==> src/rtl/seg_pkg.sv <==
// Shared types and the hex-to-segment table for the multiplexed 7-segment display driver.
package seg_pkg;

  typedef logic [6:0] seg_t;

  typedef enum logic {SHOW = 1'b0, BLANK = 1'b1} state_t;

  // Active-high gfedcba patterns, indexed by nibble value
  localparam seg_t HEX_SEG [16] = '{
    7'h3F, 7'h06, 7'h5B, 7'h4F, 7'h66, 7'h6D, 7'h7D, 7'h07,
    7'h7F, 7'h6F, 7'h77, 7'h7C, 7'h39, 7'h5E, 7'h79, 7'h71
  };

  function automatic int unsigned max3(input int unsigned a, input int unsigned b,
                                       input int unsigned c);
    int unsigned m;
    m = (a > b) ? a : b;
    return (m > c) ? m : c;
  endfunction

endpackage

==> src/rtl/hex7seg_dec.sv <==
// Combinational hex nibble to active-high 7-segment pattern.
module hex7seg_dec
  import seg_pkg::*;
(
  input  logic [3:0] value,
  output seg_t       seg
);

  always_comb begin
    seg = HEX_SEG[value];
  end

endmodule

==> src/rtl/seg_scan_mux.sv <==
// Time-multiplexed hex display driver: shadowed digits, autonomous anode scan with
// inter-digit blanking, per-digit enables, selectable output polarity.
module seg_scan_mux
  import seg_pkg::*;
#(
  parameter int unsigned NUM_DIGITS   = 8,
  parameter int unsigned REFRESH_DIV  = 100000,
  parameter int unsigned BLANK_CYCLES = 16,
  parameter bit          ACTIVE_LOW   = 1'b1
) (
  input  logic                    clk,
  input  logic                    rst_n,
  input  logic [4*NUM_DIGITS-1:0] digits_i,
  input  logic [NUM_DIGITS-1:0]   dp_i,
  input  logic [NUM_DIGITS-1:0]   digit_en_i,
  input  logic                    load_i,
  output logic [6:0]              seg_o,
  output logic                    dp_o,
  output logic [NUM_DIGITS-1:0]   an_o
);

  localparam int unsigned CntW = $clog2(max3(REFRESH_DIV, BLANK_CYCLES, 2));
  localparam int unsigned IdxW = (NUM_DIGITS > 1) ? $clog2(NUM_DIGITS) : 1;

  localparam logic [CntW-1:0] ShowLast  = CntW'(REFRESH_DIV - 1);
  localparam logic [CntW-1:0] BlankLast = CntW'(BLANK_CYCLES - 1);
  localparam logic [IdxW-1:0] IdxLast   = IdxW'(NUM_DIGITS - 1);

  localparam seg_t                  SegOff = ACTIVE_LOW ? '1 : '0;
  localparam logic                  DpOff  = ACTIVE_LOW;
  localparam logic [NUM_DIGITS-1:0] AnOff  = ACTIVE_LOW ? '1 : '0;

  logic [4*NUM_DIGITS-1:0] shadow_dig_q;
  logic [NUM_DIGITS-1:0]   shadow_dp_q;
  state_t                  state_q, state_d;
  logic [IdxW-1:0]         idx_q, idx_d, idx_next;
  logic [CntW-1:0]         cnt_q, cnt_d;
  seg_t                    seg_q, seg_d;
  logic                    dp_q, dp_d;
  logic [NUM_DIGITS-1:0]   an_q, an_d;

  logic [3:0]            cur_digit;
  seg_t                  cur_seg;
  logic [NUM_DIGITS-1:0] onehot;

  assign cur_digit = shadow_dig_q[4*idx_q +: 4];

  hex7seg_dec u_dec (
    .value (cur_digit),
    .seg   (cur_seg)
  );

  assign idx_next = (idx_q == IdxLast) ? '0 : idx_q + IdxW'(1);

  always_comb begin
    state_d = state_q;
    idx_d   = idx_q;
    cnt_d   = cnt_q + CntW'(1);
    case (state_q)
      SHOW: begin
        if (cnt_q == ShowLast) begin
          cnt_d = '0;
          if (BLANK_CYCLES > 0) begin
            state_d = BLANK;
          end else begin
            idx_d = idx_next;
          end
        end
      end
      BLANK: begin
        if (cnt_q == BlankLast) begin
          cnt_d   = '0;
          idx_d   = idx_next;
          state_d = SHOW;
        end
      end
      default: begin
        state_d = SHOW;
        cnt_d   = '0;
      end
    endcase
  end

  // Disabled digits still consume their slot so the others keep constant brightness
  always_comb begin
    seg_d  = SegOff;
    dp_d   = DpOff;
    an_d   = AnOff;
    onehot = '0;
    onehot[idx_q] = 1'b1;
    if (state_q == SHOW && digit_en_i[idx_q]) begin
      seg_d = ACTIVE_LOW ? ~cur_seg : cur_seg;
      dp_d  = ACTIVE_LOW ? ~shadow_dp_q[idx_q] : shadow_dp_q[idx_q];
      an_d  = ACTIVE_LOW ? ~onehot : onehot;
    end
  end

  always_ff @(posedge clk or negedge rst_n) begin
    if (!rst_n) begin
      shadow_dig_q <= '0;
      shadow_dp_q  <= '0;
      state_q      <= SHOW;
      idx_q        <= '0;
      cnt_q        <= '0;
      seg_q        <= SegOff;
      dp_q         <= DpOff;
      an_q         <= AnOff;
    end else begin
      if (load_i) begin
        shadow_dig_q <= digits_i;
        shadow_dp_q  <= dp_i;
      end
      state_q <= state_d;
      idx_q   <= idx_d;
      cnt_q   <= cnt_d;
      seg_q   <= seg_d;
      dp_q    <= dp_d;
      an_q    <= an_d;
    end
  end

  assign seg_o = seg_q;
  assign dp_o  = dp_q;
  assign an_o  = an_q;

endmodule
==> config.mk <==
export PLATFORM = sky130hd
export DESIGN_NAME = seg_scan_mux
export DESIGN_NICKNAME = d
export VERILOG_FILES = /design/src/rtl/seg_pkg.sv /design/src/rtl/hex7seg_dec.sv /design/src/rtl/seg_scan_mux.sv
export SDC_FILE = /design/constraint.sdc
export NUM_CORES = 1
export LEC_CHECK = 0
export CAP_MARGIN = 5
export CORE_UTILIZATION = 35
export CTS_CLUSTER_DIAMETER = 40
export DETAILED_ROUTE_END_ITERATION = 8
export GPL_ROUTABILITY_DRIVEN = 0
export PLACE_DENSITY_LB_ADDON = 0.15
export SETUP_SLACK_MARGIN = 0.3
export SLEW_MARGIN = 20
export SYNTH_ARGS = -nofsm -noshare
export SYNTH_HDL_FRONTEND = slang
export SYNTH_SLANG_ARGS = --single-unit
==> constraint.sdc <==
create_clock -name clk -period 3.2 [get_ports clk]
set_input_delay 0.96 -clock clk [delete_from_list [all_inputs] [get_ports clk]]
set_output_delay 0.96 -clock clk [all_outputs]
set_load 0.01 [all_outputs]
== Word-level counts from Yosys, hierarchy flattened ==
Memory sizes are Yosys's and may differ from the RTL's.
Cells that the tools add are included.
Word-level totals
  memory bits (read-only): 112
  memories: 1
  output and inout bits: 16
  register bits after elaboration: 77
Memory list
  (name not given): words 16, width 7, rd ports 1, clocked after memory_dff 0, wr ports 0, RTL line hex7seg_dec.sv:10  | seg = HEX_SEG[value];
Cells by class
  mux-type cells: 20
  bitwise gates (word level): 5
  shifts and indexed selects: 1
  order comparisons: 3
  equality and inequality tests: 4
  add/sub/neg operators: 2
  reduce and logical (&&, ||, !) cells: 3
Operators with widths (number)
  2-to-1 mux 17 bit: 2
  case mux 17 bit (2 select lines): 1
  variable part select 32 x 6 -> 4 bit: 1
  2-to-1 mux 7 bit: 3
  adder 17 x 1 -> 17 bit, second input constant: 1
  == test 17 bit, second input constant: 1
  == test 17 x 4 -> 1 bit, second input constant: 1
  2-to-1 mux 3 bit: 3
  2-to-1 mux 8 bit: 1
  inverter 8 bit: 1
  inverter 7 bit: 1
  binary-select mux 1 bit (select 3 bit): 2
  2-to-1 mux 1 bit: 6
  greater-or-equal comparator 5 bit, second input constant: 1
  inverter 4 -> 5 bit: 1
  < comparator 3 x 4 -> 1 bit, second input constant: 1
  adder 3 x 1 -> 3 bit, second input constant: 1
  demux 1 bit (select 3 bit): 1
  == test 3 bit, second input constant: 1
  greater-or-equal comparator 3 x 1 -> 1 bit, second input constant: 1
  logical AND 1 bit: 2
  != test 2 x 1 -> 1 bit, second input constant: 1
  inverter 1 bit: 2
  case mux 1 bit (2 select lines): 1
  AND reduction 2 bit: 1

== Depth between registers and ports, before layout ==
  word-level depth: 7
  depth in mapped cells: 9

== By module ==
Synthesis repeated with hierarchy kept, for this count alone.
Second synthesis, totals
  cell total of the unflattened synthesis: 315
  area, all modules: 3763.6 um^2
Modules (own cells, without submodules)
  seg_scan_mux: cells each 282, times used 1, seq. area each 1946.9 um^2, area an instance 3475.8 um^2
  hex7seg_dec: cells each 33, times used 1, seq. area each 0.0 um^2, area an instance 287.8 um^2

== Worst setup path after synthesis ==
Ideal clock, no wire load.
  kind: register to register
  start: register idx_q[0]
  end: register seg_q[3], in the netlist seg_o[3]
  arrival time: 2.046 ns
  period minus slack after synthesis: 2.136 ns
  cell stages (with the launch flop): 10
  path buffers: 2
  slack: 1.064 ns
  cell sequence: dfrtp_1 -> buf_6 -> buf_6 -> mux4_2 -> mux2i_4 -> inv_1 -> ha_1 -> nand2_1 -> a21boi_0 -> o211ai_1
Between the ends
  longest elaborated chain between the ends: 7
  elaborated cells on any way between the ends: 10
RTL lines
  start, declared: RTL line seg_scan_mux.sv:36  | logic [IdxW-1:0] idx_q, idx_d, idx_next;
  start signal, assigned: RTL line seg_scan_mux.sv:114  | idx_q <= idx_d;
  variable part select 32 x 6 -> 4 bit: RTL line seg_scan_mux.sv:46  | assign cur_digit = shadow_dig_q[4*idx_q +: 4];
  inverter 4 -> 5 bit (not written as such): RTL line hex7seg_dec.sv:10
  memory (16 x 7 bit)
  2-to-1 mux 7 bit (not written as such) (2 in series): RTL line hex7seg_dec.sv:10
  inverter 7 bit: RTL line seg_scan_mux.sv:92  | seg_d = ACTIVE_LOW ? ~cur_seg : cur_seg;
  2-to-1 mux 7 bit (*): RTL line seg_scan_mux.sv:91  | if (state_q == SHOW && digit_en_i[idx_q]) begin
  net seg_d[3]: RTL line seg_scan_mux.sv:38  | seg_t seg_q, seg_d;
  end signal, assigned: RTL line seg_scan_mux.sv:105  | seg_q <= SegOff;
  end signal, assigned: RTL line seg_scan_mux.sv:116  | seg_q <= seg_d;
  end, declared: RTL line seg_scan_mux.sv:38
Mark *: on every way through the listed nets, which the timed path passes. The rest lies on a longest branch. The select of a mux whose other input is x is not followed.
A chain may end at the register's enable or synchronous reset.

== Worst setup path in the final report ==
  start: register idx_q[0]
  end: register seg_q[0], in the netlist seg_o[0]
The elaborated chain is that of the path after synthesis.

==> impl_metrics.csv <==
group,metric,value,unit
outcome,status,"completed",
sta,setup_tns,0,ns
placement,placed_area,0.00442,sq mm
placement,dp_worst_setup_slack,0.649,ns
clock_tree,numCtsBuffers,9,
worst_setup_path,rr_startpoint,"idx_q[0]$_DFFE_PN0P_",
hold_path,hold_end,"cnt_q[4]$_DFF_PN0_",
detailed_routing,via_per_inst,4.90,
sta,hold_viol,0,
floorplan,dieArea,0.0109,sq mm
synth,synth_edf_count,0,
sta,rsz0062_at_grt,"no",
worst_setup_path,reg2reg_depth,7,
floorplan,pin_count,67,
cells_and_area,final_cell_mix,"64 x clkdlybuf4s50_1, 61 x dfrtp_1, 43 x mux2_2",
hold_path,hp-class,"register to register",
synth,ys_types,52,
synth,async_flop_share,100,%
sta,tightest_slew,0.942,ns
synth,syn_nets,338,
placement,post-dp-hpwl,5110,microns
cells_and_area,nets,405,
synth,ys_seq_area_share,53.3,%
cells_and_area,area_delta_synth_final,27.5,%
synth,synth_top_area_share,41.8,%
cells_and_area,finalNonFillerCells,483,
detailed_routing,dr.pass1.iters,4,
sta,fin_crit_sh,81.8,%
clock_tree,cts_tree,"built",
clock_tree,cts.htree.levels,3,
worst_setup_path,crit_type,"register to register",
sta,relSlewSlack,37.2,%
synth,synthCells,278,
hold_path,min_from,"state_q$_DFF_PN0_",
clock_tree,clk_pin_slew,0.08,ns
hold_path,holdPathStages,1,
sta,finalWorstSetupSlack,0.581,ns
floorplan,chipWidth,104,microns
grt,grt_max_degree,78,
sta,fin_crit,2.62,ns
worst_setup_path,required,3.47,ns
worst_setup_path,startpoint_type,"register",
cells_and_area,n_antenna_cell,0,
grt,grt_overflow,0,
sta,drv_slew,0,
grt,grt_pass1_wl,12200,microns
synth,synth_area_leaders,"dfrtp_1 42%, mux2_2 13%, dfstp_2 12%",
grt,grtUsageTotal,14.5,%
cells_and_area,drive_above_1_share,27.1,%
synth,synth-warning-count,0,
sta,timing.fmax,382,MHz
detailed_routing,remaining_drc_errors,0,
placement,io_buffers,66,
cells_and_area,fin_area,0.00466,sq mm
clock_tree,clk_latency,0.35,ns
floorplan,rows,36,
cells_and_area,final_common_cell,"clkdlybuf4s50_1",
synth,synth-seq-cells,77,
clock_tree,clk_path_buf_depth,2,
run,max-cap-violations,0,
worst_setup_path,reg2reg_slack,0.58,ns
clock_tree,cts_num_sinks,77,
grt,grt_pass1_vias,2378,
detailed_routing,vias,2369,
sta,finClkSkew,0.0124,ns
clock_tree,ctsHoldBuffers,0,
power_and_ir_drop,ir_worst_vdd,0.000168,V
power_and_ir_drop,powerDensity,479,mW/mm^2
detailed_routing,drt_iter0_drc,91,
worst_setup_path,cp-end-kind,"register",
floorplan,dieHeight,104,microns
synth,syn_area,0.00365,sq mm
sta,setup_violations,0,
synth,yosysTopAreaCell,"dfrtp_1",
worst_setup_path,worstPathArrival,2.89,ns
synth,synth_top_flop_cell,"dfrtp_1",
worst_setup_path,cp_max_fo,14,
cells_and_area,post-route-util,46.8,%
floorplan,core-area,0.00995,sq mm
synth,avgSynthCellArea,13.1,sq um
clock_tree,cts-root-buf,"clkbuf_8",
detailed_routing,wl,7240,microns
placement,placed_cells,467,
clock_tree,cts_setup_buffers,0,
grt,antenna_found_initial,0,
detailed_routing,ant_nets,0,
worst_setup_path,r2r_end,"seg_o[0]$_DFF_PN1_",
power_and_ir_drop,power_leakage,1.90,nW
detailed_routing,drt-wirelength-per-cell,15.0,microns
floorplan,start_util,36.7,%
clock_tree,cts_resized,0,
-- worst max-delay path by stage --
stage | from | end | slack (ns) | cells after the start
final | idx_q[0]$_DFFE_PN0P_ | seg_o[0]$_DFF_PN1_ | 0.58 | 7
after global routing | idx_q[0]$_DFFE_PN0P_ | seg_o[0]$_DFF_PN1_ | 0.45 | 7
after CTS | idx_q[0]$_DFFE_PN0P_ | seg_o[0]$_DFF_PN1_ | 0.60 | 7
after detailed placement | idx_q[0]$_DFFE_PN0P_ | seg_o[0]$_DFF_PN1_ | 0.65 | 7
after global placement | idx_q[0]$_DFFE_PN0P_ | seg_o[0]$_DFF_PN1_ | 0.68 | 7
after floorplan | idx_q[0]$_DFFE_PN0P_ | seg_o[3]$_DFF_PN1_ | 1.06 | 9
-- synth_stat cells, types with 2 or more instances --
master    count
a211o_1       2
a21oi_1       2
and3_1        3
buf_1         4
buf_2         5
buf_6         3
dfrtp_1      61
dfstp_2      16
ha_1          9
inv_1        10
mux2_2       43
mux2_4        2
mux2i_1       8
mux4_2        7
nand2_1      12
nand2b_1      2
nand3_1      12
nand3b_1      3
nand4_1       3
nand4b_1      2
nor2_1       13
nor3_1        4
nor3b_1       2
nor4_1        2
o211ai_1      4
o221ai_1      4
or3b_1        2
xnor2_1       8
xor2_1        7
-- power by group --
part	switching, mW	total (mW)	internal (mW)	leakage [nW]
logic	0.107	0.265	0.158	0.868
registers	0.0281	1.07	1.04	0.915
clock network	0.356	0.895	0.539	0.121
-- worst max-delay path: stages (launching register included) --
cell and delay (ns):
dfrtp_1 0.74, mux4_2 0.62, mux2_2 0.35, inv_1 0.13, ha_1 0.27, nand2_1 0.09
mux2_2 0.27, o2111ai_1 0.08
-- per-stage QoR --
stage | hold slack (ns) | power, mW
after global placement | 0.465 | 1.35
final | 0.479 | 2.23
after detailed placement | 0.470 | 1.36
after global routing | 0.510 | 2.34
after CTS | 0.480 | 2.26
after floorplan | 0.433 | 1.22
-- sequential cells by signal (all words and copies together) (netlist names) --
| register | cells |
|---|---|
| idx_q | 3 |
| state_q | 1 |
| cnt_q | 17 |
| shadow_dig_q | 32 |
| shadow_dp_q | 8 |
| an_o | 8 |
| seg_o | 7 |
| dp_o | 1 |
-- logic make-up after synthesis --
kind of cell / count (synthesis) / share of synthesized area [%]
DFF: 77 / 53.3
and+or+nand+nor: 68 / 10.4
muxes: 61 / 21.2
AOI/OAI and AO/OA: 24 / 5.14
buffers and inverters: 24 / 3.35
xor gates and xnor gates: 15 / 3.59
adders and majority gates: 9 / 3.08
-- per-layer routing --
layer  track usage (%)  up-vias  wire length (microns)
met5                 0        -                      0
li1                  -     1142                      -
met2              20.6       52                   3160
met1              20.7     1169                   3620
met3              4.95        6                    375
met4              4.90        0                     77
-- layout make-up --
class / count / area, sq um
timing repair buffer: 70 / 683
clock inverter: 4 / 95.1
fill: 910 / 5300
clock buffer: 12 / 145
tap: 133 / 166
multi-input combinational: 177 / 1590
inverter: 10 / 37.5
sequential: 77 / 1950
Power figures use the tool's default switching activity.
